File: config.mk
export PLATFORM = sky130hd
export DESIGN_NAME = txrx_seq
export DESIGN_NICKNAME = d
export VERILOG_FILES = /design/src/rtl/txrx_seq_pkg.sv /design/src/rtl/txrx_fifo.sv /design/src/rtl/txrx_seq.sv
export SDC_FILE = /design/constraint.sdc
export NUM_CORES = 1
export LEC_CHECK = 0
export BUFFER_PORTS_ARGS = -buffer_cell sky130_fd_sc_hd__buf_2
export CORE_MARGIN = 3
export CORE_UTILIZATION = 60
export CTS_CLUSTER_DIAMETER = 100
export DETAILED_ROUTE_END_ITERATION = 8
export PLACE_DENSITY = 0.84
export SYNTH_ARGS = -nofsm -noshare
export SYNTH_HDL_FRONTEND = slang
export SYNTH_SLANG_ARGS = --single-unit
File: constraint.sdc
create_clock -name clk -period 9.4 [get_ports clk]
set_clock_uncertainty 0.2 [all_clocks]
set_input_delay 1.41 -clock clk [delete_from_list [all_inputs] [get_ports clk]]
set_output_delay 1.41 -clock clk [all_outputs]
set_load 0.005 [all_outputs]
File: src/rtl/txrx_seq_pkg.sv
// Shared definitions for txrx_seq: register map, CMD/CTRL/IRQ bit indices,
// STATUS field offsets and the 2-bit sequencer state encoding.
package txrx_seq_pkg;

  localparam int unsigned DATA_W = 32;
  localparam int unsigned BYTE_W = 8;
  localparam int unsigned TMO_W  = 24;
  localparam int unsigned IRQ_W  = 4;
  localparam int unsigned CTRL_W = 3;

  // Word addresses
  localparam int unsigned A_CTRL     = 0;
  localparam int unsigned A_CMD      = 1;
  localparam int unsigned A_STATUS   = 2;
  localparam int unsigned A_IRQ_STAT = 3;
  localparam int unsigned A_IRQ_MASK = 4;
  localparam int unsigned A_TX_DATA  = 5;
  localparam int unsigned A_RX_DATA  = 6;
  localparam int unsigned A_AA       = 7;
  localparam int unsigned A_CH_IDX   = 8;
  localparam int unsigned A_RX_TMO   = 9;

  // CTRL bits
  localparam int unsigned CTRL_TX_EN   = 0;
  localparam int unsigned CTRL_RX_EN   = 1;
  localparam int unsigned CTRL_AUTO_RX = 2;

  // CMD bits
  localparam int unsigned CMD_GO_TX = 0;
  localparam int unsigned CMD_GO_RX = 1;
  localparam int unsigned CMD_ABORT = 2;
  localparam int unsigned CMD_FLUSH = 3;

  // IRQ bits
  localparam int unsigned IRQ_TX_DONE = 0;
  localparam int unsigned IRQ_RX_DONE = 1;
  localparam int unsigned IRQ_TMO     = 2;
  localparam int unsigned IRQ_RX_OVF  = 3;

  // STATUS layout, LSB first:
  //   [0] aa_found, [1] crc_valid, [2] rxf_empty, [3] txf_empty, [4] txf_full,
  //   then rxf_cnt (FIFO_AW+1 bits), txf_cnt (FIFO_AW+1 bits), state (2 bits).
  localparam int unsigned ST_RXF_CNT_LSB = 5;

  typedef enum logic [1:0] {
    ST_IDLE     = 2'd0,
    ST_TX_RUN   = 2'd1,
    ST_IFS_WAIT = 2'd2,
    ST_RX_RUN   = 2'd3
  } state_e;

endpackage

File: src/rtl/txrx_fifo.sv
// Synchronous byte FIFO with first-word-fall-through read.
// Ports: clk/rst, clear (synchronous empty), push/wr_data, pop,
//        rd_data_c (head byte), full_c, empty_c, count (registered occupancy).
// Pushes while full and pops while empty are ignored.
module txrx_fifo #(
  parameter int unsigned FIFO_AW = 5
) (
  input  logic               clk,
  input  logic               rst,
  input  logic               clear,
  input  logic               push,
  input  logic [7:0]         wr_data,
  input  logic               pop,
  output logic [7:0]         rd_data_c,
  output logic               full_c,
  output logic               empty_c,
  output logic [FIFO_AW:0]   count
);

  localparam int unsigned DEPTH = 1 << FIFO_AW;

  logic [7:0]         mem [DEPTH];
  logic [FIFO_AW-1:0] wr_ptr;
  logic [FIFO_AW-1:0] rd_ptr;
  logic               do_push;
  logic               do_pop;

  assign full_c    = (count == (FIFO_AW+1)'(DEPTH));
  assign empty_c   = (count == '0);
  assign do_push   = push & ~full_c;
  assign do_pop    = pop & ~empty_c;
  assign rd_data_c = mem[rd_ptr];

  // Pointer and occupancy tracking
  always_ff @(posedge clk) begin
    if (rst || clear) begin
      wr_ptr <= '0;
      rd_ptr <= '0;
      count  <= '0;
    end else begin
      if (do_push) wr_ptr <= wr_ptr + FIFO_AW'(1);
      if (do_pop)  rd_ptr <= rd_ptr + FIFO_AW'(1);
      case ({do_push, do_pop})
        2'b10:   count <= count + (FIFO_AW+1)'(1);
        2'b01:   count <= count - (FIFO_AW+1)'(1);
        default: count <= count;
      endcase
    end
  end

  // Storage, no reset needed
  always_ff @(posedge clk) begin
    if (do_push) mem[wr_ptr] <= wr_data;
  end

endmodule

File: src/rtl/txrx_seq.sv
// CPU-facing TX/RX packet sequencer with byte FIFOs and auto TX->RX turnaround.
// Ports: clk/rst; CPU bus valid/address/wdata/wstrb -> rdata/ready;
//        TX stream tx_byte/tx_byte_valid/tx_byte_ready plus tx_start/tx_en/tx_done;
//        RX stream rx_byte/rx_byte_valid plus rx_start/rx_en/rx_pkt_done/
//        rx_crc_valid/rx_aa_found; shared config aa/ch_idx; level irq.
module txrx_seq
  import txrx_seq_pkg::*;
#(
  parameter int unsigned ADDR_W     = 4,
  parameter int unsigned FIFO_AW    = 5,
  parameter int unsigned CH_IDX_W   = 6,
  parameter int unsigned IFS_CYCLES = 150,
  parameter logic [31:0] AA_RST     = 32'h8E89BED6
) (
  input  logic                clk,
  input  logic                rst,
  input  logic                valid,
  input  logic [ADDR_W-1:0]   address,
  input  logic [31:0]         wdata,
  input  logic                wstrb,
  output logic [31:0]         rdata,
  output logic                ready,
  output logic [7:0]          tx_byte,
  output logic                tx_byte_valid,
  input  logic                tx_byte_ready,
  output logic                tx_start,
  output logic                tx_en,
  input  logic                tx_done,
  input  logic [7:0]          rx_byte,
  input  logic                rx_byte_valid,
  output logic                rx_start,
  output logic                rx_en,
  input  logic                rx_pkt_done,
  input  logic                rx_crc_valid,
  input  logic                rx_aa_found,
  output logic [31:0]         aa,
  output logic [CH_IDX_W-1:0] ch_idx,
  output logic                irq
);

  localparam int unsigned CNT_W = FIFO_AW + 1;

  state_e              state_q, state_d;
  logic [TMO_W-1:0]    cnt_q, cnt_d;
  logic                tx_start_d, rx_start_d;
  logic                set_tx_done, set_rx_done, set_tmo, pkt_latch;

  logic [CTRL_W-1:0]   ctrl_q;
  logic [IRQ_W-1:0]    irq_stat_q, irq_stat_d, irq_mask_q, irq_mask_d, irq_set, irq_clr;
  logic [TMO_W-1:0]    rx_tmo_q;
  logic                crc_q, aa_found_q;

  logic                acc, wr_acc, rd_acc;
  logic                cmd_wr, go_tx, go_rx, abort, flush;
  logic [31:0]         rd_mux_c;

  logic [7:0]          txf_data, rxf_data;
  logic                txf_full, txf_empty, rxf_full, rxf_empty;
  logic [CNT_W-1:0]    txf_cnt, rxf_cnt;
  logic                rx_push, rx_pop, tx_push, tx_pop;
  logic                unused_c;

  assign unused_c = ^wdata;

  // One side-effecting cycle per bus access
  assign acc    = valid & ~ready;
  assign wr_acc = acc & wstrb;
  assign rd_acc = acc & ~wstrb;

  assign cmd_wr = wr_acc & (address == ADDR_W'(A_CMD));
  assign go_tx  = cmd_wr & wdata[CMD_GO_TX];
  assign go_rx  = cmd_wr & wdata[CMD_GO_RX];
  assign abort  = cmd_wr & wdata[CMD_ABORT];
  assign flush  = cmd_wr & wdata[CMD_FLUSH];

  assign tx_push = wr_acc & (address == ADDR_W'(A_TX_DATA));
  assign tx_pop  = tx_byte_valid & tx_byte_ready;
  assign rx_push = rx_byte_valid & (state_q == ST_RX_RUN);
  assign rx_pop  = rd_acc & (address == ADDR_W'(A_RX_DATA));

  txrx_fifo #(.FIFO_AW(FIFO_AW)) u_txf (
    .clk(clk), .rst(rst), .clear(flush),
    .push(tx_push), .wr_data(wdata[7:0]), .pop(tx_pop),
    .rd_data_c(txf_data), .full_c(txf_full), .empty_c(txf_empty), .count(txf_cnt)
  );

  txrx_fifo #(.FIFO_AW(FIFO_AW)) u_rxf (
    .clk(clk), .rst(rst), .clear(flush),
    .push(rx_push), .wr_data(rx_byte), .pop(rx_pop),
    .rd_data_c(rxf_data), .full_c(rxf_full), .empty_c(rxf_empty), .count(rxf_cnt)
  );

  assign tx_byte       = txf_data;
  assign tx_byte_valid = ~txf_empty & (state_q == ST_TX_RUN);
  assign tx_en         = ctrl_q[CTRL_TX_EN];
  assign rx_en         = (state_q == ST_RX_RUN) | (ctrl_q[CTRL_RX_EN] & (state_q == ST_IDLE));

  // Sequencer state register
  always_ff @(posedge clk) begin
    if (rst) begin
      state_q  <= ST_IDLE;
      cnt_q    <= '0;
      tx_start <= 1'b0;
      rx_start <= 1'b0;
    end else begin
      state_q  <= state_d;
      cnt_q    <= cnt_d;
      tx_start <= tx_start_d;
      rx_start <= rx_start_d;
    end
  end

  // Sequencer next state; cnt_q times both the IFS gap and the RX timeout
  always_comb begin
    state_d     = state_q;
    cnt_d       = cnt_q + TMO_W'(1);
    tx_start_d  = 1'b0;
    rx_start_d  = 1'b0;
    set_tx_done = 1'b0;
    set_rx_done = 1'b0;
    set_tmo     = 1'b0;
    pkt_latch   = 1'b0;
    if (abort) begin
      state_d = ST_IDLE;
      cnt_d   = '0;
    end else begin
      case (state_q)
        ST_IDLE: begin
          cnt_d = '0;
          if (go_tx && ctrl_q[CTRL_TX_EN]) begin
            state_d    = ST_TX_RUN;
            tx_start_d = 1'b1;
          end else if (go_rx && ctrl_q[CTRL_RX_EN]) begin
            state_d    = ST_RX_RUN;
            rx_start_d = 1'b1;
          end
        end
        ST_TX_RUN: begin
          cnt_d = '0;
          if (tx_done) begin
            set_tx_done = 1'b1;
            state_d = (ctrl_q[CTRL_AUTO_RX] && ctrl_q[CTRL_RX_EN]) ? ST_IFS_WAIT : ST_IDLE;
          end
        end
        ST_IFS_WAIT: begin
          if (cnt_q == TMO_W'(IFS_CYCLES - 1)) begin
            state_d    = ST_RX_RUN;
            rx_start_d = 1'b1;
            cnt_d      = '0;
          end
        end
        ST_RX_RUN: begin
          if (rx_pkt_done) begin
            pkt_latch   = 1'b1;
            set_rx_done = 1'b1;
            state_d     = ST_IDLE;
          end else if ((rx_tmo_q != '0) && (cnt_q == rx_tmo_q - TMO_W'(1))) begin
            set_tmo = 1'b1;
            state_d = ST_IDLE;
          end
        end
        default: state_d = ST_IDLE;
      endcase
    end
  end

  // Interrupt status: set beats a same-cycle W1C clear
  always_comb begin
    irq_set = '0;
    irq_set[IRQ_TX_DONE] = set_tx_done;
    irq_set[IRQ_RX_DONE] = set_rx_done;
    irq_set[IRQ_TMO]     = set_tmo;
    irq_set[IRQ_RX_OVF]  = rx_push & rxf_full;
    irq_clr    = (wr_acc && (address == ADDR_W'(A_IRQ_STAT))) ? wdata[IRQ_W-1:0] : '0;
    irq_stat_d = (irq_stat_q & ~irq_clr) | irq_set;
    irq_mask_d = (wr_acc && (address == ADDR_W'(A_IRQ_MASK))) ? wdata[IRQ_W-1:0] : irq_mask_q;
  end

  // Read data mux; write-only registers read as zero
  always_comb begin
    case (address)
      ADDR_W'(A_CTRL):     rd_mux_c = 32'(ctrl_q);
      ADDR_W'(A_CMD):      rd_mux_c = '0;
      ADDR_W'(A_STATUS):   rd_mux_c = 32'({state_q, txf_cnt, rxf_cnt, txf_full, txf_empty,
                                           rxf_empty, crc_q, aa_found_q});
      ADDR_W'(A_IRQ_STAT): rd_mux_c = 32'(irq_stat_q);
      ADDR_W'(A_IRQ_MASK): rd_mux_c = 32'(irq_mask_q);
      ADDR_W'(A_TX_DATA):  rd_mux_c = '0;
      ADDR_W'(A_RX_DATA):  rd_mux_c = rxf_empty ? 32'h0 : 32'(rxf_data);
      ADDR_W'(A_AA):       rd_mux_c = aa;
      ADDR_W'(A_CH_IDX):   rd_mux_c = 32'(ch_idx);
      ADDR_W'(A_RX_TMO):   rd_mux_c = 32'(rx_tmo_q);
      default:             rd_mux_c = 32'hFFFF_FFFF;
    endcase
  end

  // CPU-visible registers and bus response
  always_ff @(posedge clk) begin
    if (rst) begin
      ready      <= 1'b0;
      rdata      <= '0;
      ctrl_q     <= '0;
      irq_stat_q <= '0;
      irq_mask_q <= '0;
      rx_tmo_q   <= '0;
      crc_q      <= 1'b0;
      aa_found_q <= 1'b0;
      aa         <= AA_RST;
      ch_idx     <= CH_IDX_W'(5);
      irq        <= 1'b0;
    end else begin
      ready      <= acc;
      irq_stat_q <= irq_stat_d;
      irq_mask_q <= irq_mask_d;
      irq        <= |(irq_stat_d & irq_mask_d);
      if (rd_acc) rdata <= rd_mux_c;
      if (wr_acc) begin
        case (address)
          ADDR_W'(A_CTRL):   ctrl_q   <= wdata[CTRL_W-1:0];
          ADDR_W'(A_AA):     aa       <= wdata;
          ADDR_W'(A_CH_IDX): ch_idx   <= wdata[CH_IDX_W-1:0];
          ADDR_W'(A_RX_TMO): rx_tmo_q <= wdata[TMO_W-1:0];
          default: ;
        endcase
      end
      if (pkt_latch) begin
        crc_q      <= rx_crc_valid;
        aa_found_q <= rx_aa_found;
      end
    end
  end

endmodule

==> results of run 1 <==
-- cell type report --
class	instances	area [um^2]
Timing Repair Buffer	154	811
Multi-Input combinational cell	1023	8670
Tap cell	600	751
Sequential cell	691	19000
Clock inverter	38	434
Antenna cell	1	2.50
Clock buffer	89	1900
Inverter	28	105
Fill cell	2817	14200
-- routing by layer --
layer | routed length [um] | track usage, % | up-vias
li1 | - | - | 7296
met1 | 25900 | 37.5 | 8658
met2 | 35200 | 47.7 | 1183
met3 | 6370 | 5.21 | 245
met4 | 3080 | 10.8 | 0
met5 | 0 | 0 | -
-- worst max path at each step --
stage | startpoint | end | slack [ns]
2_1_floorplan | address[0] | u_rxf.count[5] | 4.86
3_3_place_gp | address[2] | u_rxf.count[5] | 4.35
3_5_place_dp | address[2] | u_rxf.count[5] | 4.28
4_1_cts | register | tx_byte[7] | 4.03
5_1_grt | register | tx_byte[1] | 3.91
6_report | register | tx_byte[7] | 4.15
-- per-stage QoR --
| step | worst slack [ns] | cells |
|---|---|---|
| after global routing | 3.91 | 2624 |
| after floorplan | 4.86 | 1851 |
| after detailed placement | 4.28 | 2496 |
| final | 4.15 | 2624 |
| after global placement | 4.35 | 2496 |
| after CTS | 4.03 | 2623 |
-- cells by family (layout without fill, tap and decap cells) --
family	after synthesis	after routing
xor+xnor	79	79
buf+inv	137	309
simple gates	520	520
other cells	0	1
compound gates	199	199
fa+ha+maj	26	26
flops	691	691
mux	199	199
-- cells in the mapped netlist, types with 20 or more instances --
library cell  instances  share of area (%)
a21oi_1              87                1.5
a221oi_1             22               0.68
buf_1                20               0.27
clkbuf_1             81                1.1
dfxtp_1             179                 13
edfxtp_1            512                 55
ha_1                 24                1.1
inv_1                27               0.36
mux2i_1              23               0.82
mux4_2              160                 13
nand2_1             179                2.4
nand3_1              40               0.71
nor2_1              196                2.6
o21ai_0              41               0.73
xnor2_1              34                1.1
xor2_1               45                1.4
-- power groups by stage --
stage / clock network (mW) / logic (mW) / registers [mW]
after floorplan: 0 / 0.0605 / 3.36
after global placement: 0 / 0.137 / 3.36
after detailed placement: 0 / 0.143 / 3.36
after CTS: 2.83 / 0.146 / 3.29
after global routing: 2.94 / 0.160 / 3.29
final: 2.80 / 0.150 / 3.29
-- cells in the final DEF (no fill, tap or decap), types with 10 or more instances in the layout --
cell type	n
nand2_1	179
nor2_1	194
nor3_1	17
clkbuf_16	70
mux4_2	160
nand4_1	14
a221oi_1	22
mux2i_1	23
clkinv_2	10
o21ai_0	41
edfxtp_1	512
a21oi_1	87
dfxtp_1	175
xnor2_1	34
mux2_2	16
buf_4	16
buf_2	138
xor2_1	45
clkbuf_1	10
ha_1	24
nand3_1	40
inv_1	27
-- flip-flops by register name (all words and copies together) (netlist names), 6 cells and up, named ones only --
register,count
u_rxf.count,6
u_rxf.mem,256
u_txf.count,6
rdata,32
cnt_q,24
ch_idx,6
aa,32
rx_tmo_q,24
u_txf.mem,256
-- worst reg2reg max path, delay by kind of cell, from the launching register on --
family          cells  cell delay (ns)
fa+ha+maj           2             0.66
xor+xnor            1             0.09
compound gates      5             0.84
simple gates        5             1.67
flops               1             0.49
==> metrics.txt, run 1 <==
# nets final 2047; die outline width between 200 and 250 um; estimated wirelength of the detail-placed design approximately 42 mm; floorplan die height 223 um; Tmin final 5.25 ns; area of the core region roughly 46000 um^2; number of buffers inserted by port buffering 138; critical-path cell with the highest stage delay buf_4; post-synth design cell area 28200 um^2; power density over cell area just under 200 nW/um^2; final core area utilization about 69%; number of enable flip-flop cells after synthesis 512; fraction of final layout cells sized beyond drive strength 1 23.1%; measured slew at the worst slew-check pin 1.41 ns; worst path cell trace buf_4 > mux4_2 > mux4_2 > mux2_2 > buf_2; register-to-register setup slack 5.39 ns; VDD IR-drop max 0.207 mV; multiplexer fraction of the synthesized cell area 14.3%; Tot Pwr approximately 6.2 mW; sum of routed wire length over all layers 70.5 mm; class of the tightest hold or removal check register to register; clock latency at the later pin of the worst-skew pair 0.63 ns; leakage power figure 10.4 nW; cell count of the worst hold path 2; largest net degree at the start of global routing 65; family with the most delay on the worst path multiplexers; # clock sinks slightly below 700; total die area between 40000 and 50000 um^2; share of synthesized registers carrying an async set or reset 0%; Max Freq about 0.19 GHz; proportion of power drawn by flip-flops and latches 52.7%; distinct cell type count after synthesis 70; depth of the CTS H-tree 3; average vias per placed instance 6.62; power share of the clock group about 45%; Hold Path Sink aa[28]; status finished, final reports clean; simple logic cell fraction of the synthesized area 8.35%; count of buffer and inverter cells on the critical path 2; setup repair after global routing missed its margin no; Hold Worst Slack 0.277 ns; Cell Area, Placed roughly 30000 um^2; number of DRC violations after detailed-routing iteration 0 2522; CTS tree yes; Post-CTS Hold Fix Bufs 0; switching power between 1 and 1.5 mW; via count of the routed design 17400; first-pass GRT wire length 107 mm; row count 78; Period Utilization, post-route between 50% and 60%; launch instance of the worst min-delay path aa[28]; quantity of gates resized following cts 0; initial antenna violation count 1; P&R area growth vs syn 12.4%; Worst Reg-to-Reg Cells 13; max_slew headroom 6.07%; worst-path maximum fanout 46; post-detailed-route wirelength per cell approximately 27 um; Crit. path cell count 5; last weighted congestion value of the routability-driven placer approximately 0.9; number of max-capacitance violations reported 0; FF-to-FF Start u_rxf.count[0]; gr ovfl total 0; warnings from Yosys 0; setup tns final 0 ns; startpoint-to-endpoint class of the critical path register to output pin; most common cell type on the critical path mux4_2; Post-Synthesis Net Count 1931; Non-Filler Cell Area, Final 31600 um^2; vias in the first global route 17200; mean area per synthesized cell between 15 and 20 um^2; Crit Reg-Reg Endpoint u_rxf.count[5]; required time of the worst setup path between 7 and 8 ns; register area share after synthesis around two thirds; crit path DAT 3.64 ns; Synth Area in XOR/XNOR 2.46%; final hold violation count 0; total iterations of the first detailed-routing run 7; delay of the slowest critical-path stage slightly below 0.8 ns; number of setup violations in the final report 0; number of pins exceeding their max-slew limit in the final report 0; compound-gate portion of the synthesized area between 4 and 5%; Logic pwr share 2.4%; Switching Share a little over a fifth; commonest register cell after synthesis edfxtp_1; dominant combinational cell family by area after synthesis multiplexers; number of CTS-inserted buffers 69; number of top-level design ports 139; worst-case clock buffer depth 3; All-Layer GR Usage around 28%; cell chosen for the clock root clkbuf_16; adder-cell share of the synthesized area 1.21%; Post-DRT Antenna Nets 0; Reg clk slew, reported paths 0.06 ns; Crit. End Element output pin; number of buffers inserted to repair setup after CTS 0; DRC viols 0; startpoint type of the worst setup path register; effective utilization at floorplan 61.4%; Internal Power ~5 mW; flops & latches, synth 691; Cells after Synth 1851
Power figures use the tool's default switching activity.
==> run 2, diff against run 1 <==
--- a/config.mk
+++ b/config.mk
@@ -7,10 +7,10 @@
 export LEC_CHECK = 0
 export BUFFER_PORTS_ARGS = -buffer_cell sky130_fd_sc_hd__buf_2
 export CORE_MARGIN = 3
-export CORE_UTILIZATION = 60
+export CORE_UTILIZATION = 55
 export CTS_CLUSTER_DIAMETER = 100
 export DETAILED_ROUTE_END_ITERATION = 8
-export PLACE_DENSITY = 0.84
+export PLACE_DENSITY = 0.82
 export SYNTH_ARGS = -nofsm -noshare
 export SYNTH_HDL_FRONTEND = slang
 export SYNTH_SLANG_ARGS = --single-unit
==> constraint.sdc (replaced) <==
create_clock -name clk -period 4.5 [get_ports clk]
set_clock_uncertainty 0.2 [all_clocks]
set_input_delay 0.675 -clock clk [delete_from_list [all_inputs] [get_ports clk]]
set_output_delay 0.675 -clock clk [all_outputs]
set_load 0.005 [all_outputs]
==> metrics.txt, run 2 (synthesized netlist as in run 1, its figures left out) <==
status finished, final reports clean; depth of the CTS H-tree 3; worst path cell trace buf_12 > mux4_2 > mux4_2 > mux2_2 > buf_2; critical-path cell with the highest stage delay dfxtp_4; class of the tightest hold or removal check input pin to register; Period Utilization, post-route between 90 and 100%; All-Layer GR Usage a little over a quarter; via count of the routed design 17000; setup tns final 0 ns; Crit. End Element output pin; clock latency at the later pin of the worst-skew pair 0.61 ns; required time of the worst setup path 3.62 ns; post-detailed-route wirelength per cell around 26 um; leading cell type in the layout, fill and taps excluded edfxtp_1; sum of routed wire length over all layers 70.3 mm; power density over cell area around 400 nW/um^2; initial antenna violation count 4; PnR worst setup slack 0.439 ns; Max Freq 0.246 GHz; worst-case clock buffer depth 3; fraction of final layout cells sized beyond drive strength 1 roughly 23%; gr ovfl total 0; number of DRC violations after detailed-routing iteration 0 1786; estimated wirelength of the detail-placed design 44.6 mm; Non-Filler Cell Area, Final 31700 um^2; final hold violation count 0; number of pins exceeding their max-slew limit in the final report 0; Reg clk slew, reported paths around 0.060 ns; CTS tree yes; number of setup violations in the final report 0; Tmin final 4.06 ns; startpoint-to-endpoint class of the critical path register to output pin; number of buffers inserted to repair setup after CTS 0; vias in the first global route approximately 17000; die outline width 232 um; number of top-level design ports 139; final core area utilization ~63%; Post-CTS Hold Fix Bufs 0; Hold Worst Slack 0.0867 ns; # nets final 2066; # clock sinks 691; quantity of gates resized following cts 0; leakage power figure 10.5 nW; worst-path maximum fanout 32; most common cell type on the critical path mux4_2; crit path DAT 3.19 ns; P&R area growth vs syn 12.8%; number of CTS-inserted buffers 69; Post-Place Worst Slack 0.691 ns; measured slew at the worst slew-check pin approximately 1.3 ns; cell chosen for the clock root clkbuf_16; max_slew headroom 10.0%; DRC viols 0; startpoint type of the worst setup path register; area of the core region 50400 um^2; largest registers u_rxf.mem: 256 flops, u_txf.mem: 256 flops; top library cells by usage in the layout, fill and taps aside edfxtp_1, nor2_1, nand2_1, dfxtp_1, mux4_2; number of max-capacitance violations reported 0; total die area 53900 um^2; delay of the slowest critical-path stage 0.63 ns; last weighted congestion value of the routability-driven placer 0.912; floorplan die height 232 um; average vias per placed instance 6.28; setup repair after global routing missed its margin no; VDD IR-drop max 0.387 mV; Post-DRT Antenna Nets 0; fillers 3468; row count 82; largest net degree at the start of global routing 58; number of buffers inserted by port buffering 138; Cell Area, Placed 29600 um^2; effective utilization at floorplan roughly 56%; first-pass GRT wire length between 100 and 150 mm; total iterations of the first detailed-routing run 9
-- run 2: cell count changes in the layout (fill, tap and decap cells not counted), sizes merged --
cell / change
inv: +1
clkinvlp: -8
clkbuf: -1
buf: +19
clkinv: +7
diode: +3
bufinv: -2
-- run 2: where the power goes --
part           internal, mW  total (mW)  switching (mW)
sequential             6.86        6.88          0.0273
clock                  3.17        5.54            2.37
combinational        0.0878       0.319           0.232
-- run 2: worst max-delay path, delay by kind of cell, from the launching register on --
family	cells	cell delay [ns]
multiplexers	3	1.46
flip-flops	1	0.63
buffers and inverters	2	0.45
-- run 2: per-stage QoR --
stage | cells | power, mW
final | 2715 | 12.7
after global routing | 2714 | 13.1
after CTS | 2711 | 12.8
after detailed placement | 2587 | 7.33
after global placement | 2587 | 7.31
after floorplan | 1851 | 7.14
-- run 2: area by class of cell --
class / instances / area [um^2] / area share (%)
repair buffers: 173 / 991 / 3.12
multi-input cells: 1023 / 8670 / 27.3
inverters: 28 / 105 / 0.331
clock buffers: 88 / 1860 / 5.87
diodes: 4 / 10.0 / 0.0315
clock inverters: 36 / 289 / 0.911
well taps: 672 / 841 / 2.65
flip-flops and latches: 691 / 19000 / 59.8
-- run 2: path summary, 6_finish.rpt --
check | to | cells after the start | slack (ns) | startpoint
worst max-delay path | tx_byte[5] | 5 | 0.44 | register
worst min-delay path | aa[31] | 3 | 0.09 | wdata[31]
worst max register to register | u_rxf.count[5] | 13 | 0.88 | u_rxf.count[0]
worst min register to register | aa[24] | 2 | 0.28 | aa[24]
-- run 2: routing by layer --
metal	wire [um]	vias to the layer above	track usage, %
li1	-	7336	-
met2	34800	933	42.7
met5	0	-	0
met3	6240	179	5.72
met4	2840	0	10.7
met1	26400	8597	34.9
